$ cat src/rtl/config_pkg.sv
// Shared types and constants for the configuration-chain loader.
// Optional CRC check is built with CONFIG_CHAIN_LOADER_CRC_EN.
package config_pkg;

    typedef enum logic [1:0] {
        IDLE  = 2'd0,
        LOAD  = 2'd1,
        SHIFT = 2'd2,
        DONE  = 2'd3
    } state_t;

    localparam int unsigned TILE_CONFIG_BITS = 29;
    localparam int unsigned NUM_TILES        = 4;

    localparam int unsigned      CRC_WIDTH = 8;
    localparam logic [CRC_WIDTH-1:0] CRC8_POLY = 8'h07;

endpackage

$ cat src/rtl/config_crc8.sv
// Bit-serial CRC-8, MSB-first, init zero; clear has priority over enable.
module config_crc8
    import config_pkg::*;
(
    input  logic                 clock,
    input  logic                 reset,
    input  logic                 i_clear,
    input  logic                 i_enable,
    input  logic                 i_bit,
    output logic [CRC_WIDTH-1:0] o_crc
);

    logic [CRC_WIDTH-1:0] r_crc;
    logic                 w_feedback;
    logic [CRC_WIDTH-1:0] w_crc_next;

    always_comb begin
        w_feedback = r_crc[CRC_WIDTH-1] ^ i_bit;
        w_crc_next = {r_crc[CRC_WIDTH-2:0], 1'b0} ^ (w_feedback ? CRC8_POLY : '0);
    end

    always_ff @(posedge clock or posedge reset) begin
        if (reset) begin
            r_crc <= '0;
        end else if (i_clear) begin
            r_crc <= '0;
        end else if (i_enable) begin
            r_crc <= w_crc_next;
        end
    end

    assign o_crc = r_crc;

endmodule

$ cat src/rtl/config_chain_loader.sv
// Streams handshaked config words MSB-first into a daisy-chained config shift chain.
// Define CONFIG_CHAIN_LOADER_CRC_EN to append a CRC-8 check word after the chain bits.
module config_chain_loader
    import config_pkg::*;
#(
    parameter int unsigned WORD_WIDTH   = 8,
    parameter int unsigned CHAIN_LENGTH = NUM_TILES * TILE_CONFIG_BITS
) (
    input  logic                  clock,
    input  logic                  reset,
    input  logic                  start,
    input  logic                  abort,
    input  logic                  in_valid,
    input  logic [WORD_WIDTH-1:0] in_data,
    output logic                  in_ready,
    output logic                  config_enable,
    output logic                  config_data,
    output logic                  busy,
    output logic                  done
`ifdef CONFIG_CHAIN_LOADER_CRC_EN
    ,
    output logic                  crc_error
`endif
);

    localparam int unsigned CNT_WIDTH = $clog2(CHAIN_LENGTH + 1);
    localparam int unsigned IDX_WIDTH = $clog2(WORD_WIDTH);

    state_t r_state;
    state_t w_state_next;

    logic [CNT_WIDTH-1:0]  r_count;
    logic [CNT_WIDTH-1:0]  w_count_next;
    logic [IDX_WIDTH-1:0]  r_bit_idx;
    logic [IDX_WIDTH-1:0]  w_bit_idx_next;
    logic [WORD_WIDTH-1:0] r_word;
    logic [WORD_WIDTH-1:0] w_word_next;

    logic r_in_ready;
    logic r_config_enable;
    logic r_config_data;
    logic w_config_data_next;
    logic r_busy;
    logic r_done;

    logic w_accept;
    logic w_last_chain;
    logic w_last_bit;

    assign w_accept     = in_valid & r_in_ready;
    assign w_last_chain = (r_count == CNT_WIDTH'(CHAIN_LENGTH - 1));
    assign w_last_bit   = (r_bit_idx == '0);

`ifdef CONFIG_CHAIN_LOADER_CRC_EN
    logic                 r_crc_phase;
    logic                 w_crc_phase_next;
    logic                 r_crc_error;
    logic                 w_crc_error_next;
    logic [CRC_WIDTH-1:0] w_crc;
    logic                 w_crc_clear;
    logic                 w_crc_enable;

    // CRC covers exactly the bits presented on config_data while enabled.
    assign w_crc_clear  = abort | (start & ((r_state == IDLE) | (r_state == DONE)));
    assign w_crc_enable = (r_state == SHIFT);

    config_crc8 u_crc (
        .clock    (clock),
        .reset    (reset),
        .i_clear  (w_crc_clear),
        .i_enable (w_crc_enable),
        .i_bit    (r_config_data),
        .o_crc    (w_crc)
    );

    assign crc_error = r_crc_error;
`endif

    // State register
    always_ff @(posedge clock or posedge reset) begin
        if (reset) begin
            r_state <= IDLE;
        end else begin
            r_state <= w_state_next;
        end
    end

    // Next-state logic; abort overrides everything, start only counts when idle or done
    always_comb begin
        w_state_next = r_state;
        if (abort) begin
            w_state_next = IDLE;
        end else begin
            case (r_state)
                IDLE: begin
                    if (start) w_state_next = LOAD;
                end
                LOAD: begin
                    if (w_accept) begin
`ifdef CONFIG_CHAIN_LOADER_CRC_EN
                        if (r_crc_phase) w_state_next = DONE;
                        else
`endif
                        w_state_next = SHIFT;
                    end
                end
                SHIFT: begin
                    if (w_last_chain) begin
`ifdef CONFIG_CHAIN_LOADER_CRC_EN
                        w_state_next = LOAD;
`else
                        w_state_next = DONE;
`endif
                    end else if (w_last_bit) begin
                        w_state_next = LOAD;
                    end
                end
                DONE: begin
                    if (start) w_state_next = LOAD;
                end
                default: w_state_next = IDLE;
            endcase
        end
    end

    // Datapath next values; leftover bits of the final word are simply never selected
    always_comb begin
        w_count_next       = r_count;
        w_bit_idx_next     = r_bit_idx;
        w_word_next        = r_word;
        w_config_data_next = r_config_data;
`ifdef CONFIG_CHAIN_LOADER_CRC_EN
        w_crc_phase_next   = r_crc_phase;
        w_crc_error_next   = r_crc_error;
`endif
        if (abort) begin
            w_count_next     = '0;
`ifdef CONFIG_CHAIN_LOADER_CRC_EN
            w_crc_phase_next = 1'b0;
            w_crc_error_next = 1'b0;
`endif
        end else begin
            case (r_state)
                IDLE, DONE: begin
                    if (start) begin
                        w_count_next     = '0;
`ifdef CONFIG_CHAIN_LOADER_CRC_EN
                        w_crc_phase_next = 1'b0;
                        w_crc_error_next = 1'b0;
`endif
                    end
                end
                LOAD: begin
                    if (w_accept) begin
`ifdef CONFIG_CHAIN_LOADER_CRC_EN
                        if (r_crc_phase) w_crc_error_next = (in_data[CRC_WIDTH-1:0] != w_crc);
                        else
`endif
                        begin
                            w_word_next        = in_data;
                            w_bit_idx_next     = IDX_WIDTH'(WORD_WIDTH - 1);
                            w_config_data_next = in_data[WORD_WIDTH-1];
                        end
                    end
                end
                SHIFT: begin
                    w_count_next = r_count + CNT_WIDTH'(1);
                    if (!w_last_chain && !w_last_bit) begin
                        w_bit_idx_next     = r_bit_idx - IDX_WIDTH'(1);
                        w_config_data_next = r_word[r_bit_idx - IDX_WIDTH'(1)];
                    end
`ifdef CONFIG_CHAIN_LOADER_CRC_EN
                    if (w_last_chain) w_crc_phase_next = 1'b1;
`endif
                end
                default: ;
            endcase
        end
    end

    // Registered outputs are decoded from the next state so they align with r_state
    always_ff @(posedge clock or posedge reset) begin
        if (reset) begin
            r_count         <= '0;
            r_bit_idx       <= '0;
            r_word          <= '0;
            r_in_ready      <= 1'b0;
            r_config_enable <= 1'b0;
            r_config_data   <= 1'b0;
            r_busy          <= 1'b0;
            r_done          <= 1'b0;
`ifdef CONFIG_CHAIN_LOADER_CRC_EN
            r_crc_phase     <= 1'b0;
            r_crc_error     <= 1'b0;
`endif
        end else begin
            r_count         <= w_count_next;
            r_bit_idx       <= w_bit_idx_next;
            r_word          <= w_word_next;
            r_in_ready      <= (w_state_next == LOAD);
            r_config_enable <= (w_state_next == SHIFT);
            r_config_data   <= w_config_data_next;
            r_busy          <= (w_state_next == LOAD) || (w_state_next == SHIFT);
            r_done          <= (w_state_next == DONE);
`ifdef CONFIG_CHAIN_LOADER_CRC_EN
            r_crc_phase     <= w_crc_phase_next;
            r_crc_error     <= w_crc_error_next;
`endif
        end
    end

    assign in_ready      = r_in_ready;
    assign config_enable = r_config_enable;
    assign config_data   = r_config_data;
    assign busy          = r_busy;
    assign done          = r_done;

endmodule

$ cat config.mk
export PLATFORM = sky130hd
export DESIGN_NAME = config_chain_loader
export DESIGN_NICKNAME = d
export VERILOG_FILES = /design/src/rtl/config_pkg.sv /design/src/rtl/config_crc8.sv /design/src/rtl/config_chain_loader.sv
export SDC_FILE = /design/constraint.sdc
export NUM_CORES = 1
export LEC_CHECK = 0
export BUFFER_PORTS_ARGS = -buffer_cell sky130_fd_sc_hd__buf_2
export CELL_PAD_IN_SITES_DETAIL_PLACEMENT = 1
export CELL_PAD_IN_SITES_GLOBAL_PLACEMENT = 1
export CORE_ASPECT_RATIO = 2
export CORE_MARGIN = 2
export CORE_UTILIZATION = 47
export CTS_CLUSTER_SIZE = 25
export DETAILED_ROUTE_END_ITERATION = 7
export PLACE_DENSITY = 0.81
export SLEW_MARGIN = 40
export SYNTH_ARGS = -nofsm -noshare
export SYNTH_HDL_FRONTEND = slang
export SYNTH_HIERARCHICAL = 1
export SYNTH_SLANG_ARGS = --single-unit
$ cat constraint.sdc
create_clock -name clock -period 5.9 [get_ports clock]
set_input_delay 0.59 -clock clock [delete_from_list [all_inputs] [get_ports clock]]
set_output_delay 0.59 -clock clock [all_outputs]
set_load 0.02 [all_outputs]
== Yosys cells after proc, flatten, opt, wreduce, memory -nomap -nowiden ==
Cells that the tools add are included.

* Output and inout bits: 5
* Flip-flop bits (word level): 25
* Word-level logic and storage cells: 53
* Bits of input ports: 13

* Equality and inequality tests: 10
* Mux-type cells: 17
* Reductions and logical operators: 12
* Add/sub/neg operators: 2
* Bitwise logic cells: 2
* $lt $le $gt $ge: 1

{| class="wikitable"
|+ Operators by type and width
! cell !! number
|-
| $mux 7 || 2
|-
| $pmux 7 s2 || 1
|-
| $mux 2 || 5
|-
| $eq 2x2->1 const B || 4
|-
| $add 7x1->7 const B || 1
|-
| $eq 7x7->1 const B || 1
|-
| $mux 3 || 2
|-
| $pmux 2 s3 || 1
|-
| $pmux 3 s2 || 1
|-
| $eq 2x1->1 const B || 2
|-
| $lt 3x4->1 const B || 1
|-
| $ne 2x2->1 const B || 2
|-
| $reduce_and 4->1 || 1
|-
| $bmux 1 s3 || 1
|-
| $logic_not 3->1 || 1
|-
| $mux 1 || 3
|-
| $ne 3x1->1 const B || 1
|-
| $reduce_and 3->1 || 1
|-
| $reduce_bool 3->1 || 1
|-
| $sub 3x1->3 const B || 1
|-
| $logic_not 1->1 || 2
|-
| $logic_not 2->1 || 1
|-
| $pmux 1 s2 || 1
|-
| $reduce_and 2->1 || 1
|-
| 6 further kinds || 6
|}

== Depth between registers and ports, before layout ==
* Depth in word-level cells: 7
* Gate-level depth with buffers: 9
* Depth with buffers taken out: 8

== Worst setup path before layout ==
Ideal clock, no wire load.

* Kind: reg2reg
* Start point: reg r_state[0]
* End point: reg r_busy (netlist: busy)
* Stages on the path, launching flop included: 10
* Path buffers: 1
* Period minus slack after synthesis: 1.893 ns
* Setup slack: 4.007 ns
* Data required time: 5.787 ns
* Arrival time: 1.781 ns
* Setup time: 0.113 ns
* Cell sequence: dfrtp_1 > inv_1 > ha_1 > buf_4 > nand4bb_1 > or2_2 > a31o_2 > a21o_1 > ha_1 > inv_1

* Longest elaborated chain between the ends: 6
* Elaborated cells on any way between the ends: 14
* Classes of those cells: eq/ne: 5; mux: 6; reduce/logical: 3

{| class="wikitable"
|+ RTL lines
! item !! line !! RTL
|-
| start, declared || config_chain_loader.sv:29 || <nowiki>state_t r_state;</nowiki>
|-
| start signal, assigned || config_chain_loader.sv:84 || <nowiki>r_state <= w_state_next;</nowiki>
|-
| $eq 2x2->1 (tied with other cells) || config_chain_loader.sv:94 || <nowiki>case (r_state)</nowiki>
|-
| $reduce_or 2->1 (no line) or $mux 2 (tied branches) || - ||
|-
| $pmux 2 s3 * || config_chain_loader.sv:94 ||
|-
| $mux 2 * || config_chain_loader.sv:91 || <nowiki>if (abort) begin</nowiki>
|-
| $eq 2x1->1 or $eq 2x2->1 (tied branches) || config_chain_loader.sv:203 || <nowiki>r_busy <= (w_state_next == LOAD) || (w_state_next == SHIFT);</nowiki>
|-
| $logic_or 1x1->1 * || config_chain_loader.sv:203 ||
|-
| end signal, assigned || config_chain_loader.sv:203 ||
|-
| end, declared || config_chain_loader.sv:43 || <nowiki>logic r_busy;</nowiki>
|}

Every way passes the cells marked *; elsewhere a longest branch is shown, timed or not.
A chain may end at the register's enable or synchronous reset.

== Worst setup path in the final report ==
Same ends and word-level chain as after synthesis.

==> impl_metrics.csv <==
group,metric,value,unit
status,outcome,"completed",
critical_path,worstSetupPathType,"flip-flop to flip-flop",
timing,setup_viol,0,
floorplan,placementRows,27,
clock_network,cts-hold-fix-buffers,0,
yosys,syn-instance-count,122,
global_routing,track_usage,0.201,
routing,drtPass1Iterations,2,
clock_network,htreeDepth,1,
yosys,syn_avg_cell_area,10.8,sq um
clock_network,cts_tree,"done",
place,dp_hpwl,2.36,mm
timing,finalCritPeriodShare,0.361,
yosys,syn_area,1320,sq um
yosys,syn_nets,143,
cells_and_area,nNetsFinal,163,
place,io_buffers,17,
cells_and_area,fillers,310,
worst_hold_path,hp-class,"input pin to asynchronous set/reset pin",
global_routing,grt_pass1_vias,1138,
floorplan,core_area,2700,sq um
place,post_dp_cell_area,1430,sq um
clock_network,clock_sinks,25,
timing,fin_skew,0.00370,ns
pwr,p_leak,0.712,nW
global_routing,antenna_found_initial,0,
cells_and_area,drive_gt1_frac,0.270,
clock_network,cts.repair.resized,0,
routing,antenna_left,0,
clock_network,cts.clk_slew.worst_paths,0.09,ns
routing,route.detailed.drc,0,
routing,drt_iter0_drc,15,
routing,via_count,997,
yosys,yosysWarningCount,6,
place,place_congestion,0.841,
routing,wl_met2,1.79,mm
yosys,ys_seq_elements,25,
cells_and_area,mostFrequentLayoutCells,"25 x dfrtp_1, 17 x buf_2, 11 x nor2_1, 10 x mux2_2",
global_routing,grt-ovfl-total,0,
yosys,postSynth.asyncResetShare,1.00,
floorplan,start_util,0.488,
critical_path,setup.worst_path.end_class,"flip-flop",
clock_network,insertion_delay,0.27,ns
routing,drt-total-wl,2.89,mm
cells_and_area,fin_util,0.545,
timing,maxSlewViolCount,0,
yosys,synth_top_flop_cell,"dfrtp_1",
cells_and_area,diodes,0,
timing,tightest_slew,0.666,ns
timing,fmax,470,MHz
critical_path,critPathRequiredTime,6.07,ns
critical_path,crit_path_start_kind,"flip-flop",
timing,hold_viol,0,
timing,finalCriticalPeriod,2.13,ns
yosys,yosysSeqAreaShare,0.475,
routing,top_layer,"met4",
critical_path,critPathArrivalTime,2.30,ns
floorplan,die_w,41.4,um
clock_network,root_buffer,"clkbuf_8",
floorplan,die_area,3270,sq um
flow_run,max-cap-violations,0,
timing,rsz0062_at_grt,"no",
clock_network,cts.path.max_buffers,2,
yosys,synth_edf_count,0,
timing,slew_headroom,0.555,
yosys,synth_cell_type_count,35,
global_routing,grt_max_degree,26,
routing,vias_per_cell,5.86,
cells_and_area,design_area,1470,sq um
pwr,power-per-cell-area,318,nW/um^2
routing,wire_per_inst,17.0,um
timing,tns,0,ns
critical_path,r2r_setup_slack,3.77,ns
global_routing,grt_first_pass_wirelength,5.07,mm
routing,dr_wl_met3,70,um
routing,wl_met1,968,um
floorplan,ios,18,
clock_network,cts_made_buffers,3,
clock_network,postCtsSetupBuffers,0,
floorplan,fp.dieH,78.9,um
critical_path,crit_path_max_fanout,10,
cells_and_area,area_delta_synth_final,11.8,%
cells_and_area,final_common_cell,"dfrtp_1",
pwr,peakVddDrop,0.000215,V
[cell families (layout without fill, tap and decap cells)]
group	after synthesis	count (layout)	synth area share
adder cells (fa/ha/maj)	8	8	0.0760
multiplexers	12	12	0.123
AO/OA/AOI/OAI	27	27	0.137
XOR/XNOR	1	1	0.00665
buffers and inverters	10	29	0.0313
AND/OR/NAND/NOR	39	39	0.152
flip-flops	25	25	0.475
[cell usage after synthesis, types with 2 or more instances]
| cell | count | area share |
|---|---|---|
| a21oi_1 | 6 | 0.023 |
| a22o_1 | 3 | 0.020 |
| and2_1 | 2 | 0.0095 |
| dfrtp_1 | 25 | 0.47 |
| ha_1 | 8 | 0.076 |
| inv_1 | 8 | 0.023 |
| mux2_2 | 10 | 0.085 |
| nand2_1 | 7 | 0.020 |
| nand2b_1 | 2 | 0.0095 |
| nand3_1 | 6 | 0.023 |
| nor2_1 | 11 | 0.031 |
| nor2b_1 | 2 | 0.0095 |
| o21ai_0 | 8 | 0.030 |
| or2_2 | 3 | 0.014 |
[through the flow]
step	cells	setup slack [ns]	hold WS, ns	power (mW)
2_1_floorplan	122	4.01	0.470	0.331
6_report	170	3.77	0.349	0.468
3_5_place_dp	166	3.80	0.491	0.373
4_1_cts	170	3.77	0.376	0.475
5_1_grt	170	3.60	0.400	0.498
3_3_place_gp	166	3.89	0.483	0.361
[critical path: stages, from the launching register on]
cell and delay, ns:
dfrtp_1 0.41, inv_1 0.07, ha_1 0.33, nand4bb_1 0.18, or2_2 0.33, a31o_2 0.25
a21o_1 0.18, ha_1 0.27, inv_1 0.03
[metal layers]
layer / vias to the layer above / track usage
met1: 504 / 0.195
met2: 17 / 0.403
met3: 6 / 0.0227
met4: 0 / 0.0839
li1: 470 / -
met5: - / 0
[power breakdown]
group	switching, mW	leakage (nW)	internal, mW
clock network	0.0540	0.0228	0.0483
logic	0.0638	0.367	0.0686
registers	0.0233	0.323	0.210
total	0.141	0.712	0.327
[worst paths after layout]
kind / startpoint / end / cells past startpoint
min in group clock: config_data / config_data / 1
max in group asynchronous: reset / r_state[0] / 2
setup / recovery: r_state[0] / busy / 8
hold / removal: reset / r_word[3] / 2
hold reg to reg: config_data / config_data / 1
setup reg to reg: r_state[0] / busy / 8
[sequential cells by signal, summed over array words and instances (netlist names)]
register	cells
busy	1
config_data	1
config_enable	1
done	1
in_ready	1
r_bit_idx	3
r_count	7
r_state	2
r_word	8
[final cells by class]
cell class                 count  area, sq um  area share
inverter                       8         30.0      0.0204
sequential                    25          626       0.425
timing repair buffer          17         85.1      0.0578
multi-input combinational     87          651       0.442
tap                           29         36.3      0.0246
clock buffer                   4         45.0      0.0306
Note: power is estimated with default switching activity, not from simulation.
